### src/rtl/seq_mult_pkg.sv
`default_nettype none
// ============================================================================
// Module   : seq_mult_pkg
// Brief    : Shared types and sizing helpers for the shift-add multiplier
//            sequencing controller.
// Revision : 1.0 - initial release
// ============================================================================
package seq_mult_pkg;

    localparam int SEQ_MULT_WIDTH = 32;

    typedef enum logic [2:0] {
        IDLE   = 3'd0,
        CLEAR  = 3'd1,
        RUN    = 3'd2,
        SETTLE = 3'd3,
        DONE   = 3'd4
    } seq_mult_state_e;

    function automatic int seq_mult_opw(input int width);
        return width / 2;
    endfunction

    // Guarded so a degenerate 2-bit product still gets a 1-bit counter.
    function automatic int seq_mult_cnt_w(input int width);
        return (width / 2 > 1) ? $clog2(width / 2) : 1;
    endfunction

endpackage
`default_nettype wire

### src/rtl/seq_mult_opreg.sv
`default_nettype none
// ============================================================================
// Module   : seq_mult_opreg
// Brief    : Paired operand shift register: multiplicand shifts left in the
//            full product width, multiplier shifts right one bit per step.
// Revision : 1.0 - initial release
// ============================================================================
module seq_mult_opreg
    import seq_mult_pkg::*;
#(
    parameter  int WIDTH_P = SEQ_MULT_WIDTH,
    localparam int OPW     = seq_mult_opw(WIDTH_P)
) (
    input  logic               clk,
    input  logic               reset,
    input  logic               load,
    input  logic               shift,
    input  logic [OPW-1:0]     mcand_in,
    input  logic [OPW-1:0]     mplr_in,
    output logic [WIDTH_P-1:0] mcand,
    output logic               mplr_lsb,
    output logic               mplr_next_zero
);

    logic [WIDTH_P-1:0] r_mcand;
    logic [OPW-1:0]     r_mplr;
    logic [OPW-1:0]     w_mplr_shifted;

    always_ff @(posedge clk or posedge reset) begin
        if (reset) begin
            r_mcand <= '0;
            r_mplr  <= '0;
        end else if (load) begin
            r_mcand <= {{(WIDTH_P - OPW){1'b0}}, mcand_in};
            r_mplr  <= mplr_in;
        end else if (shift) begin
            r_mcand <= r_mcand << 1;
            r_mplr  <= r_mplr >> 1;
        end
    end

    // Zero flag looks one step ahead so the controller can stop on this edge.
    assign w_mplr_shifted = r_mplr >> 1;
    assign mplr_next_zero = (w_mplr_shifted == '0);
    assign mplr_lsb       = r_mplr[0];
    assign mcand          = r_mcand;

endmodule
`default_nettype wire

### src/rtl/seq_mult_ctrl.sv
`default_nettype none
// ============================================================================
// Module   : seq_mult_ctrl
// Brief    : Sequencing controller for the shift-add multiplier; drives the
//            external accumulator and captures its result.
// Config   : SEQ_MULT_EARLY_EXIT_EN - leave RUN once no multiplier bits remain
// Revision : 1.0 - initial release
// ============================================================================
module seq_mult_ctrl
    import seq_mult_pkg::*;
#(
    parameter  int WIDTH_P = SEQ_MULT_WIDTH,
    localparam int OPW     = seq_mult_opw(WIDTH_P)
) (
    input  logic               clk,
    input  logic               reset,
    input  logic               start,
    output logic               ready,
    input  logic [OPW-1:0]     multiplicand,
    input  logic [OPW-1:0]     multiplier,
    output logic               busy,
    output logic               flush,
    output logic               add_shift,
    output logic [WIDTH_P-1:0] addend,
    input  logic [WIDTH_P-1:0] acc_result,
    output logic [WIDTH_P-1:0] product,
    output logic               done
);

    localparam int               CNT_W      = seq_mult_cnt_w(WIDTH_P);
    localparam logic [CNT_W-1:0] c_cnt_last = CNT_W'(OPW - 1);
`ifdef SEQ_MULT_EARLY_EXIT_EN
    localparam bit               c_early_exit = 1'b1;
`else
    localparam bit               c_early_exit = 1'b0;
`endif

    seq_mult_state_e    r_state;
    seq_mult_state_e    w_state_next;
    logic [CNT_W-1:0]   r_cnt;
    logic [WIDTH_P-1:0] r_product;
    logic [WIDTH_P-1:0] w_mcand;
    logic               w_mplr_lsb;
    logic               w_mplr_next_zero;
    logic               w_accept;
    logic               w_shift;
    logic               w_run_exit;

    assign w_accept   = (r_state == IDLE) && start;
    assign w_shift    = (r_state == RUN);
    assign w_run_exit = (r_cnt == c_cnt_last) || (c_early_exit && w_mplr_next_zero);

    seq_mult_opreg #(
        .WIDTH_P        (WIDTH_P)
    ) u_opreg (
        .clk            (clk),
        .reset          (reset),
        .load           (w_accept),
        .shift          (w_shift),
        .mcand_in       (multiplicand),
        .mplr_in        (multiplier),
        .mcand          (w_mcand),
        .mplr_lsb       (w_mplr_lsb),
        .mplr_next_zero (w_mplr_next_zero)
    );

    always_ff @(posedge clk or posedge reset) begin
        if (reset) begin
            r_state <= IDLE;
        end else begin
            r_state <= w_state_next;
        end
    end

    always_ff @(posedge clk or posedge reset) begin
        if (reset) begin
            r_cnt <= '0;
        end else if (w_accept) begin
            r_cnt <= '0;
        end else if (w_shift) begin
            r_cnt <= r_cnt + 1'b1;
        end
    end

    // The accumulator has already absorbed the last RUN update by DONE.
    always_ff @(posedge clk or posedge reset) begin
        if (reset) begin
            r_product <= '0;
        end else if (r_state == DONE) begin
            r_product <= acc_result;
        end
    end

    assign product = r_product;

    always_comb begin
        w_state_next = r_state;
        ready        = 1'b0;
        busy         = 1'b1;
        flush        = 1'b0;
        add_shift    = 1'b0;
        addend       = '0;
        done         = 1'b0;
        case (r_state)
            IDLE: begin
                ready = 1'b1;
                busy  = 1'b0;
                if (start) begin
                    w_state_next = CLEAR;
                end
            end
            CLEAR: begin
                flush        = 1'b1;
                w_state_next = RUN;
            end
            RUN: begin
                add_shift    = w_mplr_lsb;
                addend       = w_mcand;
                w_state_next = w_run_exit ? SETTLE : RUN;
            end
            SETTLE: begin
                w_state_next = DONE;
            end
            DONE: begin
                done         = 1'b1;
                w_state_next = IDLE;
            end
            default: begin
                w_state_next = IDLE;
            end
        endcase
    end

endmodule
`default_nettype wire
### config.mk
export PLATFORM = sky130hd
export DESIGN_NAME = seq_mult_ctrl
export DESIGN_NICKNAME = d
export VERILOG_FILES = /design/src/rtl/seq_mult_pkg.sv /design/src/rtl/seq_mult_opreg.sv /design/src/rtl/seq_mult_ctrl.sv
export SDC_FILE = /design/constraint.sdc
export NUM_CORES = 1
export LEC_CHECK = 0
export BUFFER_PORTS_ARGS = -buffer_cell sky130_fd_sc_hd__buf_2
export CAP_MARGIN = 0
export CORE_UTILIZATION = 45
export DETAILED_ROUTE_END_ITERATION = 8
export GPL_TIMING_DRIVEN = 0
export PLACE_DENSITY = 0.7
export SYNTH_ARGS = -nofsm -noshare
export SYNTH_HDL_FRONTEND = slang
export SYNTH_HIERARCHICAL = 1
export SYNTH_SLANG_ARGS = --single-unit
export TNS_END_PERCENT = 1
### constraint.sdc
create_clock -name clk -period 4.6 [get_ports clk]
set_clock_uncertainty 0.1 [all_clocks]
set_input_delay 0.46 -clock clk [delete_from_list [all_inputs] [get_ports clk]]
set_output_delay 0.46 -clock clk [all_outputs]
set_load 0.005 [all_outputs]
Word level (Yosys, flattened, before mapping)
Index checks and enable logic that the tools add are counted.
{"block": "totals", "register_bits": 87, "inputBits": 67, "out_inout_bits": 69}
{"block": "classes", "n_addsub": 1, "eq_ne": 6, "mux": 15, "reduce_logical": 3}
{"cell": "two-way mux 32 bit", "n": 3}
{"cell": "two-way mux 16 bit", "n": 2}
{"cell": "one-hot mux 3 bit (4 select lines)", "n": 1}
{"cell": "two-way mux 4 bit", "n": 2}
{"cell": "equality test 3 x 2 -> 1 bit (second input constant)", "n": 2}
{"cell": "two-way mux 1 bit", "n": 6}
{"cell": "adder 4 x 1 -> 4 bit (second input constant)", "n": 1}
{"cell": "equality test 4 bit (second input constant)", "n": 1}
{"cell": "equality test 3 x 1 -> 1 bit (second input constant)", "n": 1}
{"cell": "equality test 3 bit (second input constant)", "n": 1}
{"cell": "zero test 3 bit", "n": 1}
{"cell": "two-way mux 3 bit", "n": 1}
{"cell": "inequality test 2 bit (second input constant)", "n": 1}
{"cell": "nonzero test 2 bit", "n": 1}
{"cell": "logical AND 1 bit", "n": 1}

Longest topological paths before layout
Gate-level depths: netlist of the first run.
{"block": "depth", "word_depth": 3, "ltp_mapped": 9, "depth_no_buf": 4}

Hierarchy
The synthesis of the first run kept the hierarchy.
{"module": "seq_mult_opreg", "n_inst": 1, "cells_each": 197, "area_each_um2": 2178.3}
{"module": "seq_mult_ctrl", "n_inst": 1, "cells_each": 138, "area_each_um2": 1779.2}

Worst setup path after synthesis of the first run
No wires, ideal clock.
{"block": "synth_path", "kind": "flip-flop to flip-flop", "from": "register r_state[1]", "to": "register u_opreg.r_mcand[16] (netlist: u_opreg/mcand[16])", "setup_time_ns": 0.132, "arrival_ns": 1.763, "slack_ns": 2.606, "path_stages_with_launch": 9, "path_buffers": 5, "path_cell_list": "dfrtp_1 buf_4 nor3_1 and2_1 clkbuf_1 buf_4 buf_4 clkbuf_1 nor2_1"}
{"block": "synth_between", "elab_chain_len": 3, "word_cells_on_any_way": 5, "cone_classes": "eq/ne: 1; mux: 1; reduce/logical: 3"}
{"item": "start: declaration", "line": "seq_mult_ctrl.sv:38", "rtl": "seq_mult_state_e r_state;"}
{"item": "start signal: assignment", "line": "seq_mult_ctrl.sv:71", "rtl": "r_state <= w_state_next;"}
{"item": "zero test 3 bit (*)", "line": "seq_mult_ctrl.sv:49", "rtl": "assign w_accept = (r_state == IDLE) && start;"}
{"item": "logical AND 1 bit (*)", "line": "seq_mult_ctrl.sv:49"}
{"item": "via w_accept", "line": "seq_mult_ctrl.sv:45", "rtl": "logic w_accept;"}
{"item": "two-way mux 32 bit / nonzero test 2 bit (equally long branches)"}
{"item": "end signal: assignment", "line": "seq_mult_opreg.sv:34", "rtl": "r_mcand <= {{(WIDTH_P - OPW){1'b0}}, mcand_in};"}
{"item": "end signal: assignment", "line": "seq_mult_opreg.sv:37", "rtl": "r_mcand <= r_mcand << 1;"}
{"item": "end: declaration", "line": "seq_mult_opreg.sv:25", "rtl": "logic [WIDTH_P-1:0] r_mcand;"}
The timed path passes the listed nets; every way through them passes the cells marked *.
A chain may end at the register's enable or synchronous reset.

Final worst setup path of the first run
{"block": "layout_path", "from": "register r_state[0]", "to": "output addend[24]"}
{"block": "layout_between", "elab_chain_len": 2}
{"item": "equality test 3 x 2 -> 1 bit"}
{"item": "via w_shift", "line": "seq_mult_ctrl.sv:46", "rtl": "logic w_shift;"}
{"item": "two-way mux 32 bit", "line": "seq_mult_ctrl.sv:104", "rtl": "case (r_state)"}
{"item": "end: declaration", "line": "seq_mult_ctrl.sv:24", "rtl": "output logic [WIDTH_P-1:0] addend,"}
The timed path passes the listed nets, and every way through them passes these cells.

==> summary.txt, run 1 <==
status: completed
Tcrit/Tclk final: 55.4%
port buffer count: 135
switching power: 1.08 mW
max_cap viols: 0
Leakage: 2.48 nW
DR vias: 2844
Worst Path Required: 4040 ps
placer congestion estimate: 0.742
pin count of the biggest net entering global routing: 40
hold_ws: 25.8 ps
Syn Nets: 398
crit path kind: reg -> out
clock tree root driver cell: clkbuf_8
total internal power: 2.10 mW
peak supply drop: 333 µV
switching share of power: 34.0%
DP Wirelength: 5.82 mm
CP endpoint kind: output pin
ratio of cells with drive above 1 in the final layout: 42.7%
Setup-failing EPs final: 0
worst-skew pair later-pin latency: 360 ps
gr usage total: 18.5%
Detailed Routing Iterations Pass 1: 4
area delta synth->final: 26.9%
Die W: 95.4 µm
CTS H-Tree Depth: 3
PwrDens: 637 mW/mm²
Ports: 136
achievable frequency: 0.393 GHz
Fin. Hold Viols: 0
most frequent cells in the layout: 137 x buf_2, 87 x dfrtp_1, 46 x mux2i_1
hold buffers post-CTS: 0
wire per inst: 13.8 µm
clock sink count: 87
worst min path class: in -> async
most common cell after layout, fill and taps aside: buf_2
Slew Viols, Final: 0
combinational power share: 40.9%
total global routing overflow: 0
n_diodes: 0
# DRC: 0
CP Data Arrival Time: 1990 ps
antenna violations before repair: 1
post-synthesis cell count: 330
clock-pin transition on the worst setup and hold timing paths: 90 ps
Post-Syn Area: 0.00393 mm²
clock share of power: 18.9%
CTS resizes: 0
Worst-Margin Slew: 784 ps
TritonCTS Buffers: 9
CP Max Fanout: 10
Die ar.: 0.00910 mm²
total routed wirelength: 8.09 mm
Synth warnings: 6
Slew headroom: 47.6%
Die Ht: 95.4 µm
unrepaired setup endpoints after global routing: false
row cnt: 33
first-pass GRT wire length: 12.8 mm
CP startpoint kind: flip-flop
vias in the first global route: 2724
TritonCTS clock tree: done
DR iter-0 viols: 43
Synth Area per Inst: 11.9 µm²
Routed Antenna Nets: 0
Final nets: 545
Starting Density: 47.1%
CORE AREA: 0.00834 mm²
Final TNS setup: 0 ps
Reg power frac: 40.2%
CTS max path bufs: 2
via-per-instance ratio: 4.84
post-CTS setup buffer count: 0
Tmin final: 2550 ps
## through the flow
step / setup slack [ps] / instances / cell area [µm²] / utilization [%] / power [mW]
2_1_floorplan: 2610 / 330 / 3930 / - / 2.16
3_3_place_gp: 2230 / 570 / 4730 / 56.7 / 2.56
3_5_place_dp: 2300 / 571 / 4750 / 57.0 / 2.61
4_1_cts: 2030 / 587 / 4980 / 59.7 / 3.22
5_1_grt: 1950 / 587 / 4980 / 59.7 / 3.42
6_report: 2050 / 587 / 4980 / 59.7 / 3.18
## power by group through the flow
stage	clock, mW	sequential (mW)	combinational (mW)
final	0.601	1.28	1.30
after global routing	0.652	1.32	1.45
after CTS	0.619	1.28	1.32
after detailed placement	0	1.29	1.32
after global placement	0	1.28	1.28
after floorplan	0	1.27	0.896
## final cells by class
type                    count  area (µm²)
fillers                   743        3360
flip-flops and latches     87        2180
multi-input cells         216        1550
repair buffers            136         696
plain buffers              23         188
well taps                 105         131
clock buffers               9         124
clock inverters             7         105
inverters                   4        15.0
## flip-flops by register name (all words and copies together), names as in the netlist
signal,count
u_opreg/r_mplr,16
r_cnt,4
product,32
u_opreg/mcand,32
r_state,3
## path summary, 6_finish.rpt
check	from	end	slack, ps	cells past startpoint
max in group asynchronous	reset	product[12]$_DFFE_PP0P_	3740	2
hold / removal	reset	u_opreg/mcand[1]$_DFFE_PP0P_	30	2
min in group clk	multiplicand[6]	u_opreg/mcand[6]$_DFFE_PP0P_	200	3
hold reg to reg	product[12]$_DFFE_PP0P_	product[12]$_DFFE_PP0P_	410	1
setup reg to reg	r_state[0]$_DFFE_PP0P_	u_opreg/mcand[23]$_DFFE_PP0P_	2280	7
setup / recovery	r_state[0]$_DFFE_PP0P_	addend[24]	2050	5
## routing by layer
layer / track usage, % / routed length [µm]
met1: 23.6 / 3650
met2: 29.8 / 3770
met3: 5.58 / 580
met4: 6.84 / 72
met5: 0 / 13
## critical path: stages (launching register included)
cell     delay (ps)
dfrtp_1         470
or3b_4          460
inv_2           180
buf_2           230
and2_1          170
buf_2           110
Power figures use the tool's default switching activity.
==> run 2, diff against run 1 <==
==> constraint.sdc (replaced) <==
create_clock -name clk -period 2.4 [get_ports clk]
set_clock_uncertainty 0.1 [all_clocks]
set_input_delay 0.24 -clock clk [delete_from_list [all_inputs] [get_ports clk]]
set_output_delay 0.24 -clock clk [all_outputs]
set_load 0.005 [all_outputs]
==> summary.txt, run 2 (synthesized netlist as in run 1, its figures left out) <==
unrepaired setup endpoints after global routing: false (unchanged)
total global routing overflow: 0 (unchanged)
# DRC: 0 (unchanged)
pin count of the biggest net entering global routing: 40 (unchanged)
CP Data Arrival Time: 1910 ps (was 1990 ps)
DP Area: 0.00475 mm² (unchanged)
n_diodes: 0 (unchanged)
worst-skew pair later-pin latency: 360 ps (about the same)
Setup WS pre-CTS: 101 ps (was 2300 ps)
setup slack after layout: 150 ps (was 2050 ps)
Post-Layout Inst Area: 0.00546 mm² (was 0.00498 mm²)
first-pass GRT wire length: 13.5 mm (was 12.8 mm)
fill cell count: 695 (was 743)
DP Wirelength: 5.82 mm (unchanged)
status: completed (unchanged)
row cnt: 33 (unchanged)
Leakage: 2.68 nW (was 2.48 nW)
TritonCTS Buffers: 9 (unchanged)
CP startpoint kind: flip-flop (unchanged)
most common cell after layout, fill and taps aside: buf_2 (unchanged)
antenna violations before repair: 0 (was 1)
CTS max path bufs: 2 (unchanged)
PwrDens: 1130 mW/mm² (was 637 mW/mm²)
DR vias: 3052 (was 2844)
Critical-path top delay cell: dfrtp_1 (unchanged)
area delta synth->final: 39.0% (was 26.9%)
post-CTS setup buffer count: 0 (unchanged)
peak supply drop: 651 µV (was 333 µV)
FF/Latch Area: 0.00218 mm² (unchanged)
achievable frequency: 0.444 GHz
Worst-Margin Slew: 791 ps (was 784 ps)
Finished Layout Cells: 633 (was 587)
TritonCTS clock tree: done (unchanged)
max_cap viols: 0 (unchanged)
crit path kind: reg -> out (unchanged)
most frequent cells in the layout: 136 x buf_2, 87 x dfrtp_1, 46 x dlygate4sd3_1, 46 x mux2i_1 (was 137 x buf_2, 87 x dfrtp_1, 46 x mux2i_1)
Tmin final: 2250 ps
Detailed Routing Iterations Pass 1: 6 (was 4)
clock tree root driver cell: clkbuf_8 (unchanged)
Slew Viols, Final: 0 (unchanged)
CP Max Fanout: 10 (unchanged)
Die Ht: 95.4 µm (unchanged)
Die ar.: 0.00910 mm² (unchanged)
placed cells: 571 (unchanged)
DR iter-0 viols: 54 (was 43)
worst-path cell chain: or3b_4, inv_4, clkbuf_4, and2_1, buf_2 (was or3b_4, inv_2, buf_2, and2_1, buf_2)
Tcrit/Tclk final: 93.7%
worst min path class: in -> reg (was in -> async)
Die W: 95.4 µm (unchanged)
clock-pin transition on the worst setup and hold timing paths: 80 ps (was 90 ps)
Ports: 136 (unchanged)
gr usage total: 19.5% (was 18.5%)
clock sink count: 87 (unchanged)
Setup-failing EPs final: 0 (unchanged)
Routed Antenna Nets: 0 (unchanged)
Starting Density: 47.1% (unchanged)
total routed wirelength: 8.67 mm (was 8.09 mm)
ratio of cells with drive above 1 in the final layout: 39.4% (was 42.7%)
Fin. Hold Viols: 0 (unchanged)
port buffer count: 135 (unchanged)
CP endpoint kind: output pin (unchanged)
Slew headroom: 47.2% (was 47.6%)
CTS H-Tree Depth: 3 (unchanged)
vias in the first global route: 2894 (was 2724)
CORE AREA: 0.00834 mm² (unchanged)
critical path's largest stage delay: 480 ps (was 470 ps)
Final TNS setup: 0 ps (unchanged)
placer congestion estimate: 0.742 (unchanged)
Final nets: 591 (was 545)
Worst Path Required: 2060 ps (was 4040 ps)
via-per-instance ratio: 4.82 (was 4.84)
wire per inst: 13.7 µm (was 13.8 µm)
footprint of the multi-input gates: 0.00155 mm² (about the same)
==> run 2: layer usage <==
metal  global-route usage [%]  share of wire, %  vias up
li1                         -                 -     1493
met1                     24.4                45     1445
met2                     32.4                48      106
met3                     5.10               6.4        8
met4                     7.21              0.90        0
met5                        0                 0        -
==> run 2: path summary, 6_finish.rpt <==
check | startpoint | endpoint | slack [ps] | cells past startpoint
setup / recovery | r_state[0]$_DFFE_PP0P_ | addend[13] | 150 | 5
hold / removal | multiplier[14] | u_opreg/r_mplr[14]$_DFFE_PP0P_ | 10 | 3
setup reg to reg | r_state[0]$_DFFE_PP0P_ | u_opreg/mcand[3]$_DFFE_PP0P_ | 200 | 8
hold reg to reg | product[12]$_DFFE_PP0P_ | product[12]$_DFFE_PP0P_ | 410 | 1
max in group asynchronous | reset | product[19]$_DFFE_PP0P_ | 1180 | 3
min in group asynchronous | reset | u_opreg/mcand[1]$_DFFE_PP0P_ | 390 | 3
==> run 2: per-stage QoR <==
step	total power, mW	utilization (%)	hold WS (ps)
floorplan	4.14	-	257
global placement	4.90	56.7	347
global route	6.66	65.4	0.840
finish	6.19	65.4	9.98
CTS	6.23	65.0	1.98
detailed placement	5.00	57.0	197
==> run 2: critical path: cells and delay by family (launching register included) <==
family	cells	cell delay, ps
simple gates	2	620
flops	1	480
buf+inv	3	460
==> run 2: cell type report <==
| type | instances | share of cell area (%) |
|---|---|---|
| Buffer | 23 | 3.56 |
| Timing Repair Buffer | 182 | 21.2 |
| Clock inverter | 7 | 1.93 |
| Multi-Input combinational cell | 216 | 28.4 |
| Sequential cell | 87 | 39.9 |
| Tap cell | 105 | 2.41 |
| Inverter | 4 | 0.321 |
| Clock buffer | 9 | 2.27 |
==> run 2: repair_timing <==
action | 4_1_cts | 5_1_grt
resized for setup | 0 | 7
hold buffers | 44 | 2
endpoints found under the setup margin | 0 | 35
endpoints found under the hold margin | 101 | 2
==> run 2: power breakdown <==
part | switching, mW | internal (mW) | leakage, nW
clock | 0.554 | 0.600 | 0.112
sequential | 0.362 | 2.09 | 1.08
combinational | 1.18 | 1.40 | 1.48
==> run 3, diff against run 2 <==
--- a/config.mk
+++ b/config.mk
@@ -11,8 +11,8 @@
 export DETAILED_ROUTE_END_ITERATION = 8
 export GPL_TIMING_DRIVEN = 0
 export PLACE_DENSITY = 0.7
+export RECOVER_POWER = 50
 export SYNTH_ARGS = -nofsm -noshare
 export SYNTH_HDL_FRONTEND = slang
 export SYNTH_HIERARCHICAL = 1
 export SYNTH_SLANG_ARGS = --single-unit
-export TNS_END_PERCENT = 1
==> summary.txt, run 3 (synthesized netlist as in run 1, its figures left out) <==
peak supply drop: 654 µV (was 651 µV)
combinational power share: 41.2% (was 41.7%)
# DRC: 0 (unchanged)
worst-skew pair later-pin latency: 360 ps (about the same)
antenna violations before repair: 0 (unchanged)
clock share of power: 18.7% (about the same)
CP Max Fanout: 10 (unchanged)
worst min path class: in -> reg (unchanged)
Hold Path End: u_opreg/r_mplr[14]$_DFFE_PP0P_ (unchanged)
switching share of power: 34.3% (was 34.0%)
TritonCTS Buffers: 9 (unchanged)
CTS H-Tree Depth: 3 (unchanged)
Die W: 95.4 µm (unchanged)
Tcrit/Tclk final: 94.2% (was 93.7%)
port buffer count: 135 (unchanged)
DR iter-0 viols: 58 (was 54)
total internal power: 4.03 mW (was 4.09 mW)
Leakage: 2.62 nW (was 2.68 nW)
post-CTS setup buffer count: 0 (unchanged)
Setup WS pre-CTS: 101 ps (unchanged)
Tmin final: 2260 ps (was 2250 ps)
CP endpoint kind: output pin (unchanged)
worst r2r path cells: 8 (unchanged)
placer congestion estimate: 0.742 (unchanged)
Worst Path Required: 2060 ps (about the same)
FF/Latch Area: 0.00218 mm² (unchanged)
R2R Path Start: r_state[0]$_DFFE_PP0P_ (unchanged)
DP Wirelength: 5.82 mm (unchanged)
Routed Antenna Nets: 0 (unchanged)
n_diodes: 0 (unchanged)
final total power: 6.14 mW (was 6.19 mW)
pin count of the biggest net entering global routing: 40 (unchanged)
vias in the first global route: 2894 (unchanged)
Detailed Routing Iterations Pass 1: 6 (unchanged)
row cnt: 33 (unchanged)
Die ar.: 0.00910 mm² (unchanged)
Slew Viols, Final: 0 (unchanged)
achievable frequency: 0.442 GHz (was 0.444 GHz)
worst reg2reg setup slack: 170 ps (was 200 ps)
Hold Path Stages: 3 (unchanged)
Ports: 136 (unchanged)
PwrDens: 1130 mW/mm² (about the same)
status: completed (unchanged)
CP Data Arrival Time: 1920 ps (was 1910 ps)
Worst-Margin Slew: 1440 ps (was 791 ps)
via-per-instance ratio: 4.82 (about the same)
clock sink count: 87 (unchanged)
CORE AREA: 0.00834 mm² (unchanged)
TritonCTS clock tree: done (unchanged)
Die Ht: 95.4 µm (unchanged)
first-pass GRT wire length: 13.5 mm (unchanged)
gr usage total: 19.5% (unchanged)
total routed wirelength: 8.71 mm (was 8.67 mm)
Fin. Hold Viols: 0 (unchanged)
Starting Density: 47.1% (unchanged)
unrepaired setup endpoints after global routing: false (unchanged)
Slew headroom: 4.06% (was 47.2%)
Final TNS setup: 0 ps (unchanged)
most frequent cells in the layout: 114 x buf_2, 87 x dfrtp_1, 46 x dlygate4sd3_1, 46 x mux2i_1 (was 136 x buf_2, 87 x dfrtp_1, 46 x dlygate4sd3_1, 46 x mux2i_1)
CTS max path bufs: 2 (unchanged)
fill cell count: 715 (was 695)
crit path kind: reg -> out (unchanged)
max_cap viols: 0 (unchanged)
area delta synth->final: 37.8% (was 39.0%)
Setup-failing EPs final: 0 (unchanged)
wire per inst: 13.8 µm (was 13.7 µm)
CP startpoint kind: flip-flop (unchanged)
hold path start: multiplier[14] (unchanged)
DR vias: 3050 (was 3052)
total global routing overflow: 0 (unchanged)
Reg power frac: 40.0% (was 39.6%)
switching power: 2.11 mW (was 2.10 mW)
setup slack after layout: 138 ps (was 150 ps)
clock tree root driver cell: clkbuf_8 (unchanged)
clock-pin transition on the worst setup and hold timing paths: 80 ps (about the same)
Final nets: 591 (unchanged)
worst r2r dst: u_opreg/mcand[3]$_DFFE_PP0P_ (unchanged)
footprint of the multi-input gates: 0.00155 mm² (unchanged)
most common cell after layout, fill and taps aside: buf_2 (unchanged)
ratio of cells with drive above 1 in the final layout: 34.8% (was 39.4%)
-- run 3: power by group through the flow --
| stage | Sequential, mW | Combinational [mW] | Clock [mW] |
|---|---|---|---|
| 3_5_place_dp | 2.48 | 2.53 | 0 |
| 4_1_cts | 2.45 | 2.59 | 1.19 |
| 6_report | 2.46 | 2.53 | 1.15 |
| 3_3_place_gp | 2.44 | 2.46 | 0 |
| 5_1_grt | 2.54 | 2.81 | 1.25 |
| 2_1_floorplan | 2.43 | 1.72 | 0 |
-- run 3: what timing repair did --
| action | 4_1_cts | 5_1_grt |
|---|---|---|
| gates resized for setup | 0 | 8 |
| hold buffers | 44 | 2 |
| endpoints found under the setup margin | 0 | 35 |
| endpoints found under the hold margin | 101 | 2 |
-- run 3: how the worst max path moves through the flow --
stage | depth (start not counted) | slack [ps] | end | startpoint
after floorplan | 8 | 410 | u_opreg/mcand[16]$_DFFE_PP0P_ | r_state[1]$_DFFE_PP0P_
after global placement | 8 | 120 | u_opreg/mcand[19]$_DFFE_PP0P_ | r_state[1]$_DFFE_PP0P_
after detailed placement | 8 | 100 | u_opreg/mcand[23]$_DFFE_PP0P_ | r_state[1]$_DFFE_PP0P_
after CTS | 5 | 50 | addend[13] | r_state[0]$_DFFE_PP0P_
after global routing | 5 | 40 | addend[20] | r_state[0]$_DFFE_PP0P_
final | 5 | 140 | addend[24] | r_state[0]$_DFFE_PP0P_
-- run 3: stage by stage --
step | instances | utilization [%] | hold WS [ps] | area [µm²]
5_1_grt | 633 | 64.9 | 0.840 | 5410
3_3_place_gp | 570 | 56.7 | 347 | 4730
2_1_floorplan | 330 | - | 257 | 3930
4_1_cts | 631 | 65.0 | 1.98 | 5420
6_report | 633 | 64.9 | 13.6 | 5410
3_5_place_dp | 571 | 57.0 | 197 | 4750
-- run 3: critical path, stage by stage (launching register included) --
cell     delay, ps
dfrtp_1        480
or3b_4         470
inv_4          130
buf_2          210
and2_1         160
buf_2          110
-- run 3: layer usage --
layer | GRT usage [%] | routed length [µm] | vias up | share of wire [%]
met3 | 5.10 | 565 | 6 | 6.5
met5 | 0 | 0 | - | 0
met1 | 24.4 | 3950 | 1449 | 45
met2 | 32.4 | 4130 | 102 | 47
met4 | 7.21 | 65 | 0 | 0.75
li1 | - | - | 1493 | -
-- run 3: final cells by class --
type | count | area share (%)
tap | 105 | 2.43
sequential | 87 | 40.2
inverter | 4 | 0.324
multi-input combinational | 216 | 28.7
clock buffer | 9 | 2.29
timing repair buffer | 182 | 20.6
clock inverter | 7 | 1.94
buffer | 23 | 3.56
